===== config.mk =====
export PLATFORM = sky130hd
export DESIGN_NAME = vga_text_scanner
export DESIGN_NICKNAME = d
export VERILOG_FILES = /design/src/rtl/vga_text_pkg.sv /design/src/rtl/vga_timing_gen.sv /design/src/rtl/vga_text_scanner.sv
export SDC_FILE = /design/constraint.sdc
export NUM_CORES = 1
export LEC_CHECK = 0
export ABC_AREA = 1
export CAP_MARGIN = 20
export CORE_MARGIN = 4
export CORE_UTILIZATION = 35
export CTS_CLUSTER_SIZE = 24
export DETAILED_ROUTE_END_ITERATION = 6
export HOLD_SLACK_MARGIN = 0.15
export REMOVE_ABC_BUFFERS = 1
export SETUP_SLACK_MARGIN = 0.15
export SYNTH_ARGS = -nofsm -noshare
export SYNTH_HDL_FRONTEND = slang
export SYNTH_SLANG_ARGS = --single-unit

===== constraint.sdc =====
create_clock -name clk -period 1.9 [get_ports clk]
set_input_delay 0.38 -clock clk [delete_from_list [all_inputs] [get_ports clk]]
set_output_delay 0.38 -clock clk [all_outputs]
set_load 0.05 [all_outputs]

===== src/rtl/vga_text_pkg.sv =====
// Shared 640x480@60 timing constants, the CGA palette and pixel colour type
// used by the VGA text scanner.
package vga_text_pkg;

  localparam logic [9:0] H_ACTIVE   = 10'd640;
  localparam logic [9:0] H_FP_END   = 10'd656;
  localparam logic [9:0] H_SYNC_END = 10'd752;
  localparam logic [9:0] H_TOTAL    = 10'd800;

  localparam logic [9:0] V_ACTIVE   = 10'd480;
  localparam logic [9:0] V_FP_END   = 10'd490;
  localparam logic [9:0] V_SYNC_END = 10'd492;
  localparam logic [9:0] V_TOTAL    = 10'd525;

  typedef logic [11:0] rgb12_t;

  localparam rgb12_t PALETTE [16] = '{
    12'h000, 12'h00A, 12'h0A0, 12'h0AA,
    12'hA00, 12'hA0A, 12'hA50, 12'hAAA,
    12'h555, 12'h55F, 12'h5F5, 12'h5FF,
    12'hF55, 12'hF5F, 12'hFF5, 12'hFFF
  };

endpackage


===== src/rtl/vga_timing_gen.sv =====
// Pixel-tick divider plus 800x525 raster counters; raw (undelayed) de,
// sync and vertical-blank flags decoded from the counters.
module vga_timing_gen
  import vga_text_pkg::*;
#(
  parameter int CLK_DIV = 4
) (
  input  logic       clk,
  input  logic       reset,
  output logic       tick,
  output logic [9:0] h,
  output logic [9:0] v,
  output logic       de,
  output logic       hs,
  output logic       vs,
  output logic       vblank
);

  localparam int DIV_W = (CLK_DIV > 2) ? $clog2(CLK_DIV) : 1;

  logic [DIV_W-1:0] div_reg;
  logic [9:0]       h_reg;
  logic [9:0]       v_reg;

  assign tick = (div_reg == DIV_W'(CLK_DIV - 1));

  always_ff @(posedge clk) begin
    if (reset) begin
      div_reg <= '0;
      h_reg   <= '0;
      v_reg   <= '0;
    end else begin
      div_reg <= tick ? '0 : div_reg + 1'b1;
      if (tick) begin
        if (h_reg == H_TOTAL - 10'd1) begin
          h_reg <= '0;
          v_reg <= (v_reg == V_TOTAL - 10'd1) ? '0 : v_reg + 10'd1;
        end else begin
          h_reg <= h_reg + 10'd1;
        end
      end
    end
  end

  assign h      = h_reg;
  assign v      = v_reg;
  assign de     = (h_reg < H_ACTIVE) && (v_reg < V_ACTIVE);
  assign hs     = !((h_reg >= H_FP_END) && (h_reg < H_SYNC_END));
  assign vs     = !((v_reg >= V_FP_END) && (v_reg < V_SYNC_END));
  assign vblank = (v_reg >= V_ACTIVE);

endmodule


===== src/rtl/vga_text_scanner.sv =====
// Text-mode scan-out: cell fetch (A), font fetch (B), pixel render (C).
// Define VGA_TEXT_BLINK_EN to enable attribute bit7 blinking.
module vga_text_scanner
  import vga_text_pkg::*;
#(
  parameter int CLK_DIV = 4,
  parameter int COLS    = 80,
  parameter int ROWS    = 30
) (
  input  logic        clk,
  input  logic        reset,
  output logic [11:0] VgaAddress,
  input  logic [7:0]  CharIn,
  input  logic [7:0]  ColorIn,
  output logic [11:0] FontAddr,
  input  logic [7:0]  FontData,
  output logic        Hsync,
  output logic        Vsync,
  output logic [3:0]  Red,
  output logic [3:0]  Green,
  output logic [3:0]  Blue,
  output logic        VBlank
);

  logic       tick, de, hs, vs;
  logic [9:0] h, v;

  vga_timing_gen #(.CLK_DIV(CLK_DIV)) u_timing (
    .clk    (clk),
    .reset  (reset),
    .tick   (tick),
    .h      (h),
    .v      (v),
    .de     (de),
    .hs     (hs),
    .vs     (vs),
    .vblank (VBlank)
  );

  logic [6:0]  col;
  logic [5:0]  row;
  logic [11:0] addr_next;
  logic        cell_ok;

  assign col     = h[9:3];
  assign row     = v[9:4];
  assign cell_ok = de && (32'(col) < COLS) && (32'(row) < ROWS);

  generate
    if (COLS == 80) begin : g_row_x80
      assign addr_next = ({6'd0, row} << 6) + ({6'd0, row} << 4) + {5'd0, col};
    end else begin : g_row_mul
      assign addr_next = 12'({6'd0, row} * 12'(COLS)) + {5'd0, col};
    end
  endgenerate

  logic [2:0] xbit_a_reg, xbit_b_reg;
  logic [3:0] line_a_reg;
  logic       de_a_reg, hs_a_reg, vs_a_reg;
  logic       de_b_reg, hs_b_reg, vs_b_reg;
  logic [3:0] fg_b_reg, bg_b_reg;
  logic [3:0] fg_next;
  rgb12_t     rgb_reg;
  logic       pixel;

`ifdef VGA_TEXT_BLINK_EN
  logic [5:0] frame_reg;
  logic       blink_b_reg;

  assign fg_next = {1'b0, ColorIn[6:4]};
  assign pixel   = FontData[3'd7 - xbit_b_reg] & ~(blink_b_reg & frame_reg[5]);

  always_ff @(posedge clk) begin
    if (reset) begin
      frame_reg   <= '0;
      blink_b_reg <= 1'b0;
    end else if (tick) begin
      blink_b_reg <= ColorIn[7];
      if (h == H_TOTAL - 10'd1 && v == V_TOTAL - 10'd1)
        frame_reg <= frame_reg + 6'd1;
    end
  end
`else
  assign fg_next = ColorIn[7:4];
  assign pixel   = FontData[3'd7 - xbit_b_reg];
`endif

  // Sync copies reset to the inactive level so nothing glitches low out of reset.
  always_ff @(posedge clk) begin
    if (reset) begin
      VgaAddress <= '0;
      xbit_a_reg <= '0;
      line_a_reg <= '0;
      de_a_reg   <= 1'b0;
      hs_a_reg   <= 1'b1;
      vs_a_reg   <= 1'b1;
      FontAddr   <= '0;
      xbit_b_reg <= '0;
      de_b_reg   <= 1'b0;
      hs_b_reg   <= 1'b1;
      vs_b_reg   <= 1'b1;
      fg_b_reg   <= '0;
      bg_b_reg   <= '0;
      rgb_reg    <= '0;
      Hsync      <= 1'b1;
      Vsync      <= 1'b1;
    end else if (tick) begin
      VgaAddress <= cell_ok ? addr_next : '0;
      xbit_a_reg <= h[2:0];
      line_a_reg <= v[3:0];
      de_a_reg   <= cell_ok;
      hs_a_reg   <= hs;
      vs_a_reg   <= vs;

      FontAddr   <= {CharIn, line_a_reg};
      xbit_b_reg <= xbit_a_reg;
      de_b_reg   <= de_a_reg;
      hs_b_reg   <= hs_a_reg;
      vs_b_reg   <= vs_a_reg;
      fg_b_reg   <= fg_next;
      bg_b_reg   <= ColorIn[3:0];

      rgb_reg    <= de_b_reg ? PALETTE[pixel ? fg_b_reg : bg_b_reg] : '0;
      Hsync      <= hs_b_reg;
      Vsync      <= vs_b_reg;
    end
  end

  assign Red   = rgb_reg[11:8];
  assign Green = rgb_reg[7:4];
  assign Blue  = rgb_reg[3:0];

endmodule


[Word-level counts from Yosys, hierarchy flattened]
Memories as Yosys holds them, arrays and structs flattened.
Index checks and enable logic that the tools add are counted.
W data, S select, Z words.
Word-level totals
  memories kept: 1
  flip-flop bits (word level): 84
  memory bits (read-only): 192
Memory list
  (name not given): words 16, width 12, read ports 1, clocked after Yosys merged registers in 0, write ports 0, RTL line vga_text_scanner.sv:123  | rgb_reg <= de_b_reg ? PALETTE[pixel ? fg_b_reg : bg_b_reg] : '0;
Operators by class
  reduce and logical (&&, ||, !) cells: 9
  equal/unequal tests: 3
  add/sub/neg operators: 6
  muxes and demuxes: 9
  $lt $le $gt $ge: 11
  bitwise logic cells: 1
Operators by type and width (count)
  $mux W12: 4
  $add A10 B1 Y10 const B: 2
  $eq A10 B10 Y1 const B: 2
  $ge A10 B9 Y1 const B: 2
  $lt A10 B10 Y1 const B: 2
  $lt A10 B9 Y1 const B: 2
  $mux W10: 2
  $add A12 B10 Y12: 1
  $add A12 B7 Y12: 1
  $ge A10 B10 Y1 const B: 1
  $lt A7 B7 Y1 const B: 1
  $lt A6 B5 Y1 const B: 1
  $ge A5 B5 Y1 const B: 1
  $logic_and A1 B1 Y1: 5
  $not A4 Y5: 1
  $lt A3 B4 Y1 const B: 1
  $mux W4: 1
  $bmux W1 S3: 1
  $sub A3 B3 Y3 const A: 1
  $add A2 B1 Y2 const B: 1
  $eq A2 B2 Y1 const B: 1
  $logic_not A1 Y1: 2
  $reduce_and A2 Y1: 1
  $reduce_or A2 Y1: 1
  $mux W1: 1

[Longest topological paths before layout]
Gate-level depths: netlist of run 1.
  depth after elaboration: 9
  mapped depth: 13
  mapped depth without buffers: 13

[By module]
A second synthesis of run 1 with hierarchy kept.
Unflattened totals
  cell total of the unflattened synthesis: 509
  area total of the unflattened synthesis: 3707.3 µm²
By module, submodules not included
  vga_text_scanner: area an instance 2484.9 µm², cells an instance 332, instances 1, seq. area each 1101.1 µm²
  vga_timing_gen: area an instance 1222.4 µm², cells an instance 177, instances 1, seq. area each 440.4 µm²

[Least setup slack after synthesis of run 1]
No wires, ideal clock.
  kind: register -> register
  from: register u_timing.v_reg[4], in the netlist u_timing.v[4]
  to: register VgaAddress[11]
  setup time: 74 ps
  setup slack: -163 ps
  buffers on the path: 0
  period minus slack after synthesis: 2063 ps
  required time: 1826 ps
  cell stages (with the launch flop): 9
  data arrival time: 1988 ps
  cell sequence: dfxtp_1 -> inv_1 -> fa_1 -> fa_1 -> o211ai_1 -> nand2_1 -> nand2_1 -> a21oi_1 -> o21ai_0
On the way
  longest elaborated chain between the ends: 5
Ends and longest elaborated chain
  start, declared: RTL line vga_timing_gen.sv:23  | logic [9:0] v_reg;
  start signal, assigned: RTL line vga_timing_gen.sv:37  | v_reg <= (v_reg == V_TOTAL - 10'd1) ? '0 : v_reg + 10'd1;
  parallel branches: the longest is 4 deep, another holds $add A12 B10 Y12
  $mux W12 (*): RTL line vga_text_scanner.sv:108  | VgaAddress <= cell_ok ? addr_next : '0;
  end signal, assigned: RTL line vga_text_scanner.sv:108
  end, declared: RTL line vga_text_scanner.sv:12  | output logic [11:0] VgaAddress,
Mark *: on every way between the ends.
A chain may end at the register's enable or synchronous reset.

[Worst setup path in the final report of run 1]
  from: register u_timing.h_reg[9], in the netlist u_timing.h[9]
  to: register VgaAddress[11]
On the way
  longest elaborated chain between the ends: 5
Ends and longest elaborated chain
  start, declared: RTL line vga_timing_gen.sv:22  | logic [9:0] h_reg;
  start signal, assigned: RTL line vga_timing_gen.sv:39  | h_reg <= h_reg + 10'd1;
  $lt A10 B10 Y1: RTL line vga_timing_gen.sv:47  | assign de = (h_reg < H_ACTIVE) && (v_reg < V_ACTIVE);
  $logic_and A1 B1 Y1: RTL line vga_timing_gen.sv:47
  $logic_and A1 B1 Y1 (2 in series): RTL line vga_text_scanner.sv:47  | assign cell_ok = de && (32'(col) < COLS) && (32'(row) < ROWS);
  $mux W12 (*): RTL line vga_text_scanner.sv:108
Every way passes the cells marked *; elsewhere a longest branch is shown, timed or not.

==> results of run 1 <==
==> metal layers <==
layer / routed length, um / share of wire, % / up-vias / track usage (%)
li1: - / - / 1645 / -
met1: 4100 / 48 / 1456 / 20.3
met2: 3980 / 46 / 80 / 24.6
met3: 450 / 5.2 / 9 / 3.40
met4: 104 / 1.2 / 0 / 4.87
met5: 0 / 0 / - / 0
==> where the power goes <==
group / leakage, nW / switching [mW] / internal, mW
combinational: 1.33 / 0.174 / 0.129
sequential: 0.625 / 0.0159 / 1.64
clock: 0.116 / 0.644 / 0.760
==> kinds of logic (layout without fill, tap and decap cells) <==
family | count (synthesis) | count (layout) | share of synthesized area [%]
AOI/OAI and AO/OA | 74 | 74 | 13.0
and+or+nand+nor | 183 | 183 | 24.3
xor gates and xnor gates | 7 | 7 | 1.75
buffers and inverters | 85 | 182 | 10.2
adders and majority gates | 18 | 18 | 6.85
DFF | 77 | 77 | 43.9
==> area by class of cell <==
cell class | count | area [sq um]
fillers | 1007 | 5010
multi-input cells | 282 | 1680
flip-flops and latches | 77 | 1550
repair buffers | 100 | 893
inverters | 66 | 249
well taps | 133 | 166
clock buffers | 9 | 124
clock inverters | 7 | 106
==> worst min-delay path, delay by kind of cell (launching register included) <==
kind / cells / cell delay [ps]
flip-flops: 1 / 300
buffers and inverters: 1 / 60
AO/OA/AOI/OAI: 1 / 50
==> placed cells by master, fill, tap and decap left out, drive strengths merged <==
cell,count
nand2,88
dfxtp,77
inv,66
buf,60
nor2,36
nand3,34
o21ai,31
clkdlybuf4s50,25
ha,16
dlygate4sd2,15
a21oi,14
nor3,12
a22o,10
o22ai,9
clkbuf,9
nand4,8
xor2,7
clkinv,5
nor4,4
a22oi,3
o211ai,2
a32o,2
bufinv,2
fa,2
or2,1
o21a,1
a211oi,1
o21bai,1
==> cell usage after synthesis, types with 8 or more instances <==
master	n
sky130_fd_sc_hd__nand2_1	82
sky130_fd_sc_hd__dfxtp_1	77
sky130_fd_sc_hd__inv_1	60
sky130_fd_sc_hd__nor2_1	33
sky130_fd_sc_hd__nand3_1	32
sky130_fd_sc_hd__o21ai_0	27
sky130_fd_sc_hd__ha_1	16
sky130_fd_sc_hd__a21oi_1	14
sky130_fd_sc_hd__a22o_1	10
sky130_fd_sc_hd__o22ai_1	9
sky130_fd_sc_hd__buf_4	8
sky130_fd_sc_hd__nor3_1	8
==> stage by stage <==
stage          hold WS, ps  cell area (sq um)  TNS (ps)  util [%]  cells
6_report               454               4770      -124      48.8    674
5_1_grt                472               4770      -679      48.8    674
4_1_cts                449               4680     -71.8      47.9    671
3_5_place_dp           425               4390      -294      45.0    648
3_3_place_gp           405               4390      -201      45.0    648
2_1_floorplan          399               3400    -17040         -    425
==> what timing repair did <==
item,4_1_cts,5_1_grt
gates resized for setup,32,15
buffers inserted,7,3
setup endpoints to repair,23,13
hold endpoints to repair,0,0
pin swaps,6,11
==> final timing paths <==
path | end | start | depth (start not counted)
max reg2reg | VgaAddress[11] | u_timing.h[9] | 9
min reg2reg | Hsync | hs_b_reg | 2
max | VgaAddress[11] | u_timing.h[9] | 9
min | Hsync | hs_b_reg | 2
==> results.txt, run 1 <==
The top cell type by area accounts for 43.9% of the synthesized area. Final count of hold timing violations: 0. After layout, the design draws a total of 3.36 mW.

The tool flagged a number of max-cap violations equal to 0. The slowest stage of the critical path belongs to the cell sky130_fd_sc_hd__fa_1. The cell area after synthesis is 3510 sq um, and the boundary pin count is 65.

The die is 108 um tall. The async set-or-reset flop fraction in the synthesized netlist was 0%. Summed over all layers, the global routing overflow is 0. The number of detailed-route iterations in the first pass was 4; the number of antenna diodes was 0. The detailed-route vias per instance is 4.73, and the horizontal die dimension is 108 um. For this run, the slowest stage of the critical path takes 490 ps. The initialized floorplan defines 36 standard-cell rows. After synthesis the netlist holds a flip-flop and latch count of 77. The die outline area was 11,700 sq um.

The initial utilization of the core area, before any placement, comes to 35.9%. After synthesis, the mean cell area works out to 7.90 sq um. The maximum count of clock buffers along a single path is 2. The checks that failed: setup timing.

Buffers inserted during clock tree synthesis total 9. Yosys attributes the largest share of cell area to sky130_fd_sc_hd__dfxtp_1 44%, sky130_fd_sc_hd__nand2_1 8.8%, sky130_fd_sc_hd__inv_1 6.4%. The signal on the critical path passes through inv_2 > fa_1 > buf_4 > fa_2 > o211ai_1 > nand2_1 > nand2_1 > a21oi_1 > o21ai_1. The tools report the final count of pins violating max slew as 0. Setup repair after global routing could not meet its margin everywhere. The number of nets with antenna violations after routing was 0; the overall fraction of global-route tracks in use was 15.2%. The run gives 43.9% as the post-synthesis sequential area ratio. The area of the placeable core was 9770 sq um. The achievable clock frequency was 508 MHz; the count of unresolved DRC violations after routing was 0.

For the number of antenna violations at the first check in global routing, the log shows 0. The power density over the cells was 705 nW/um^2; the via count of the first global-routing pass was 3,076. The first global-routing pass estimated 14.4 mm of wire.

The worst setup path is captured at a flop. Net count of the finished layout: 580. The worst hold path belongs to the class flop to flop. In this run the tool buffered the top-level ports with 64 buffer cells.

The number of hold buffers added after CTS was 0. The synthesized design spends more area on one cell type than any other, namely sky130_fd_sc_hd__dfxtp_1. For this design the static power due to leakage is 2.07 nW. The flow ran to the end, but the final reports show violations.

The area growth from synthesis to final layout came out at 35.8%. Root buffer cell: sky130_fd_sc_hd__clkbuf_8. The HPWL after detailed placement came out at 6.27 mm.

The starting DRC count in detailed routing was 113; the count of flip-flops with a built-in enable after synthesis was 0. The post-route netlist has 22.9% of its cells at a drive strength greater than 1. The number of library cell types mapped by synthesis came out at 36. On the critical path the largest part of the delay comes from adder cells.

Clock period minus worst slack: 1970 ps. STA classifies the critical path startpoint as a flop. Of all nets on the critical path, the largest fanout is 2. For the worst-skew pair, the clock arrives at the later sink with an insertion delay of 350 ps.

The number of failing setup endpoints in the final timing report is 3, and the number of H-tree levels is 3. For the pin with the worst max-slew slack, the measured transition is 509 ps. The worst setup path category was flop to flop. The critical path contains buffers and inverters numbering 2 combined. At the placement stage, the worst setup path has a slack of -133 ps.

The final critical path takes up 104% of the cycle. VDD sags by at most 0.000380 V. Yosys printed 0 warnings.

Across the routed clock network, the largest skew measured is 11.8 ps. The global placement routability congestion was 0.927; the total wire length was 8.63 mm. Setup slack on the worst reg-to-reg path comes out at -70 ps.

The vias after detailed routing came out at 3,190. TritonCTS built the clock tree. Counting every sink on the clock net gives 77.

The tools report the setup slack after layout as -69.2 ps. STA puts the critical path data required time at 2180 ps. The most numerous cell type found on the critical path is sky130_fd_sc_hd__nand2_1.

The most used flip-flop cell after synthesis is sky130_fd_sc_hd__dfxtp_1. Entering global routing, the biggest net connects 35 pins. In the final layout, the registers with the most flip-flops are FontAddr (12), VgaAddress (12). Data arrives at the worst endpoint at 2250 ps. Measured against its own limit, the worst slew margin works out to 66.2%. Counting every instance in the synthesized netlist gives 444. The per-cell routed wire length is 12.8 um, and the post-CTS clock slew at the launch and capture registers of the worst setup and hold paths is 80 ps.
No activity file was read; power rests on OpenSTA's default activity.
==> run 2, diff against run 1 <==
clock period = 2.3 ns   (was 1.9 ns; I/O delays follow)
==> results.txt, run 2 (same netlist as run 1, synthesis figures left out) <==
The final count of hold timing violations came out at 0 (unchanged). The run gives 430 ps (-23.9 ps) as the worst hold slack. The slew of the pin with the lowest slew margin is 554 ps (+45.3 ps). Critical path's largest stage delay: 840 ps (+350 ps). Timing would allow up to 489 MHz.

The logic depth of the worst path, buffers included is 1 (-8). Walking the worst path, the cells encountered are clkdlybuf4s50_1. Highest net fanout along the worst path: 5 (+3). Broken down by cell family, the worst path's largest delay share belongs to buffers and inverters. Power density over the cells: 579 nW/um^2 (-18%). The count of unresolved DRC violations after routing came out at 0 (unchanged). The setup path with the least slack is of type flop to output pin. Number of detailed-route iterations in the first pass: 4 (unchanged). The via count of the first global-routing pass came out at 3,006 (-2.3%). Leaving out fill and tap cells, the most frequent cell in the layout is sky130_fd_sc_hd__nand2_1.

The count of buffer and inverter cells on the critical path works out to 1 (-1). The worst setup path is launched from a flop. The tools report the timing endpoint of the critical path as Red[2]. The endpoint identified for the worst register-to-register timing path is VgaAddress[11]. In this run the clock root is driven by a sky130_fd_sc_hd__clkbuf_8. Setup repair after global routing could not meet its margin everywhere. The die height was 108 um (unchanged).

The vias after detailed routing was 3,101 (-2.8%); the area occupied by registers was 1550 sq um (-0.24%). For this design, the slowest cell found on the critical path is sky130_fd_sc_hd__clkdlybuf4s50_1. The number of failing setup endpoints in the final timing report is 0 (-3). The proportion of layout cells with a drive suffix above 1 was 11.4% (-12 points); the detailed-route vias per instance was 4.76 (+0.64%).

For the starting density of the core, the log shows 35.9% (unchanged). For the fill cell instance count of the final layout, the log shows 1,005 (-0.20%). The routed design could run at a clock period as short as 2040 ps.

For the multi-input combinational cell area, the log shows 1610 sq um (-3.7%). The boundary pin count is 65 (unchanged), and the maximum count of clock buffers along a single path is 2 (unchanged). The overflow left after global routing was 0 (unchanged); the critical path data required time was 1840 ps (-340 ps). The tools report the net count of the finished layout as 557 (-4.0%). TritonCTS built the clock tree. The critical path capture point type was an output pin. The global placement routability congestion is 0.888 (-4.2%).

The worst voltage drop across the vdd grid is 0.000332 V (-12%). The logs give 0 (unchanged) for the max-cap violation count and 14.5% (-0.76 points) for the overall fraction of global-route tracks in use. The total leakage power is 1.80 nW (-13%). The pin count of the biggest net entering global routing was 24 (-31%); the final total negative setup slack was 0 ps (+124 ps). The run gives 9 (unchanged) as the TritonCTS buffer count. The area growth from synthesis to final layout came out at 28.9%. The path class of the tightest hold or removal check is flop to flop.

For the HPWL after detailed placement, the log shows 6.12 mm (-2.4%). The row count came out at 36 (unchanged). The library cells used most frequently in the layout, excluding fill and tap cells, are 82 x sky130_fd_sc_hd__nand2_1, 75 x sky130_fd_sc_hd__dfxtp_1, 63 x sky130_fd_sc_hd__clkdlybuf4s50_1.

The relative max-transition margin came out at 63.0% (-3.3 points). The post-CTS clock slew at the launch and capture registers of the worst setup and hold paths was 90 ps (about the same). For the global-route wire length before repair, the log shows 13.8 mm (-4.2%). The run finished with clean final reports.

The internal reg-to-reg setup slack was 280 ps (+350 ps). The tools report the number of antenna diodes as 0 (unchanged). Endpoint arrival time on the critical path: 1580 ps (-670 ps).

The most critical setup path has its startpoint at rgb_reg[10]. For the starting DRC count in detailed routing, the log shows 153 (+35%). The run gives 3 (unchanged) as the number of H-tree levels. The final count of pins violating max slew is 0 (unchanged), and the horizontal die dimension is 108 um (unchanged).

The tools report the number of clock sinks as 77 (unchanged). Count of buffers from port buffering: 64 (unchanged). For the total wire length, the log shows 8.26 mm (-4.3%).

Number of nets with antenna violations after routing: 0 (unchanged). The clock skew after layout is 7.85 ps (-3.91 ps). The largest registers in the layout are FontAddr (12), VgaAddress (12).

In the finished design, the share of the clock period the worst path needs comes to 88.9%. Area of the placeable core: 9770 sq um (unchanged). The startpoint identified for the worst register-to-register timing path is u_timing.h[9]. The die outline area is 11,700 sq um (unchanged). The per-cell routed wire length works out to 12.7 um (-0.96%). The tools report the number of antenna violations at the first check in global routing as 0 (unchanged). The cell depth of the worst flop-to-flop path was 8 (-1); the clock latency on the worst-skew pair was 340 ps (about the same).
run 2: worst min path at each step:
stage | start | depth (start not counted) | endpoint
floorplan | u_timing.div_reg[0] | 1 | u_timing.div_reg[0]
global placement | u_timing.div_reg[0] | 1 | u_timing.div_reg[0]
detailed placement | u_timing.div_reg[0] | 1 | u_timing.div_reg[0]
CTS | u_timing.div_reg[0] | 1 | u_timing.div_reg[0]
global route | u_timing.div_reg[0] | 1 | u_timing.div_reg[0]
finish | u_timing.div_reg[0] | 1 | u_timing.div_reg[0]
run 2: through the flow:
stage	cells	setup WS (ps)	util, %	instance area (sq um)	power (mW)
after global routing	651	146	46.3	4520	2.74
after CTS	650	207	46.2	4510	2.66
after floorplan	425	-167	-	3400	1.52
after detailed placement	634	110	44.1	4310	1.63
after global placement	634	215	44.1	4310	1.63
final	651	256	46.3	4520	2.62
run 2: what timing repair did:
action	4_1_cts	5_1_grt
gates resized for setup	2	5
hold buffers	0	0
pin swaps	0	4
buffers inserted	0	1
setup endpoints to repair	1	2
hold endpoints to repair	0	0
run 2: report_power, final:
part / switching, mW / internal, mW
Combinational: 0.141 / 0.0947
Clock: 0.509 / 0.509
Sequential: 0.0106 / 1.35
run 2: final cells by class:
class                   count  area share, %
inverters                  66           5.50
well taps                 133           3.68
clock buffers              10           2.82
clock inverters             6           1.58
repair buffers             77           16.5
multi-input cells         282           35.7
flip-flops and latches     77           34.2
run 2: metal layers:
metal,up-vias,wire length (um),GRT usage [%]
met1,1410,4060,19.3
met2,91,3500,22.8
met4,0,110,4.69
li1,1589,-,-
met5,-,0,0
met3,11,592,4.00
==> run 3, diff against run 2 <==
clock period = 2.2 ns   (was 2.3 ns; I/O delays follow)
==> results.txt, run 3 (same netlist as run 1, synthesis figures left out) <==
The endpoint arrival time on the critical path is 1560 ps (-20 ps). The detailed-route vias per instance is 4.72 (-0.96%). The internal portion of total power is 1.94 mW (-1.1%).

The number of H-tree levels was 3 (unchanged); the per-cell routed wire length was 12.6 um (-1.0%). Overall fraction of global-route tracks in use: 14.4% (-0.11 points). The pin count of the biggest net entering global routing is 24 (unchanged).

The die height is 108 um (unchanged), and the maximum count of clock buffers along a single path is 2 (unchanged). The proportion of layout cells with a drive suffix above 1 is 13.9% (+2.5 points), and the clock latency on the worst-skew pair is 350 ps (about the same). For the final count of hold timing violations, the log shows 0 (unchanged). The TritonCTS buffer count is 9 (unchanged).

The tools report the count of unresolved DRC violations after routing as 0 (unchanged). The count of buffers from port buffering came out at 64 (unchanged). In the final layout, the registers with the most flip-flops are FontAddr (12), VgaAddress (12).

The run gives 0 (unchanged) as the number of antenna violations at the first check in global routing. The run gives 8.19 mm (-0.88%) as the total wire length. The top cell types in the final layout, fill and taps aside, are 81 x sky130_fd_sc_hd__nand2_1, 73 x sky130_fd_sc_hd__dfxtp_1, 58 x sky130_fd_sc_hd__inv_1. For the final count of pins violating max slew, the log shows 0 (unchanged). The count of buffer and inverter cells on the critical path is 1 (unchanged). Total leakage power: 1.85 nW (+2.8%). Setup repair after global routing could not meet its margin everywhere.

The path class of the tightest hold or removal check is flop to flop. For the part of the total power dissipated in the clock network, the log shows 37.3% (-1.6 points). Total net switching power: 0.726 mW (+10%). The boundary pin count was 65 (unchanged). The critical path capture point type was an output pin. The critical path goes through clkdlybuf4s50_1. The combinational power share came out at 9.1% (about the same). The clock period minus worst slack was 2000 ps. The run gives 1,003 (-0.20%) as the fill cell instance count of the final layout.

The slew of the pin with the lowest slew margin is 529 ps (-25.5 ps), and the number of nets with antenna violations after routing is 0 (unchanged). For the via count of the first global-routing pass, the log shows 2,944 (-2.1%). Timing would allow up to 500 MHz.

Relative max-transition margin: 64.7% (+1.7 points). The critical path's largest stage delay was 830 ps (about the same); the max-cap violation count was 0 (unchanged). Broken down by cell family, the worst path's largest delay share belongs to buffers and inverters. STA classifies the critical path startpoint as a flop. The die outline area is 11,700 sq um (unchanged), and the clock skew after layout is 7.41 ps (-0.436 ps).

The tools report the starting density of the core as 35.9% (unchanged). Number of antenna diodes: 0 (unchanged). The area growth from synthesis to final layout works out to 29.7%. The number of detailed-route iterations in the first pass came out at 5 (+1). The vias after detailed routing is 3,076 (-0.81%). The switching share of total power works out to 27.3% (+2.1 points). Global-route wire length before repair: 13.6 mm (-1.7%). The tools report the overflow left after global routing as 0 (unchanged).

The critical path data required time was 1760 ps (-80 ps); the HPWL after detailed placement was 6.00 mm (-2.1%). The cell count after placement is 633 (-0.16%). The highest net fanout along the worst path is 3 (-2), and the number of clock sinks is 77 (unchanged). The worst voltage drop across the vdd grid is 0.000411 V (+24%). TritonCTS built the clock tree. Leaving out fill and tap cells, the most frequent cell in the layout is sky130_fd_sc_hd__nand2_1.

Final clock period utilization by the worst path: 90.9%. The row count was 36 (unchanged); the sequential group share of total power was 53.6% (+1.5 points). The power density over the cells is 585 nW/um^2 (+1.1%).

The run gives 558 (+0.18%) as the net count of the finished layout. The largest individual stage delay along the critical path comes from the cell sky130_fd_sc_hd__clkdlybuf4s50_1. The global placement routability congestion was 0.903 (+1.6%). The flow ran to the end, and the final reports show no timing, DRC or antenna violations. The final cell count without fillers is 652 (+0.15%), and the post-CTS clock slew at the launch and capture registers of the worst setup and hold paths is 80 ps (about the same). The worst setup path category is flop to output pin. The area of the placeable core is 9770 sq um (unchanged), and the horizontal die dimension is 108 um (unchanged).

CTS placed an instance of sky130_fd_sc_hd__clkbuf_8 at the clock tree root. For the final total negative setup slack, the log shows 0 ps (unchanged). Number of failing setup endpoints in the final timing report: 0 (unchanged).

The starting DRC count in detailed routing was 173 (+13%).
## run 3: cell count changes in the layout (fill, tap and decap cells not counted), sizes merged, moves of 2 or more
cell           before  now
clkdlybuf4s50      63   57
inv                65   67
dlymetal6s2s        0    2
dlygate4sd2         0    4
## run 3: repair_timing
item	in CTS	in global routing
pin swaps	2	8
setup endpoints to repair	7	6
hold buffers	0	0
setup buffers	1	2
gates cloned	0	0
gates resized for setup	7	17
## run 3: stage by stage
stage / util, % / total power, mW / hold slack, ps / worst slack, ps / instance area (sq um)
2_1_floorplan: - / 1.59 / 399 / -267 / 3400
3_5_place_dp: 44.0 / 1.71 / 415 / 42.1 / 4300
5_1_grt: 46.6 / 2.79 / 454 / 108 / 4550
3_3_place_gp: 44.0 / 1.70 / 407 / 108 / 4300
6_report: 46.6 / 2.66 / 432 / 201 / 4550
4_1_cts: 45.9 / 2.70 / 427 / 154 / 4490
## run 3: path summary, 6_finish.rpt
| path | start | end | slack, ps | cells after the start |
|---|---|---|---|---|
| max | rgb_reg[6] | Green[0] | 200 | 1 |
| max reg2reg | u_timing.h[9] | VgaAddress[10] | 240 | 13 |
| min | u_timing.div_reg[0] | u_timing.div_reg[0] | 430 | 1 |
| min reg2reg | u_timing.div_reg[0] | u_timing.div_reg[0] | 430 | 1 |
## run 3: final cells by class
class | count | area, sq um | share of cell area (%)
inverters | 66 | 249 | 5.47
repair buffers | 78 | 756 | 16.6
clock inverters | 7 | 57.6 | 1.26
flip-flops and latches | 77 | 1550 | 34.0
well taps | 133 | 166 | 3.66
multi-input cells | 282 | 1650 | 36.2
clock buffers | 9 | 124 | 2.72
## run 3: per-layer routing
layer  vias to the layer above  part of all wire [%]  GRT usage (%)
met5                         -                     0              0
met4                         0                  0.42           2.52
met3                         4                   7.3           4.42
met2                        98                    44           23.5
met1                      1381                    48           19.0
li1                       1593                     -              -
## run 3: power by group through the flow
stage	combinational [mW]	sequential, mW	clock, mW
finish	0.243	1.43	0.993
global route	0.263	1.43	1.10
CTS	0.245	1.43	1.03
detailed placement	0.246	1.46	0
global placement	0.244	1.46	0
floorplan	0.0811	1.51	0
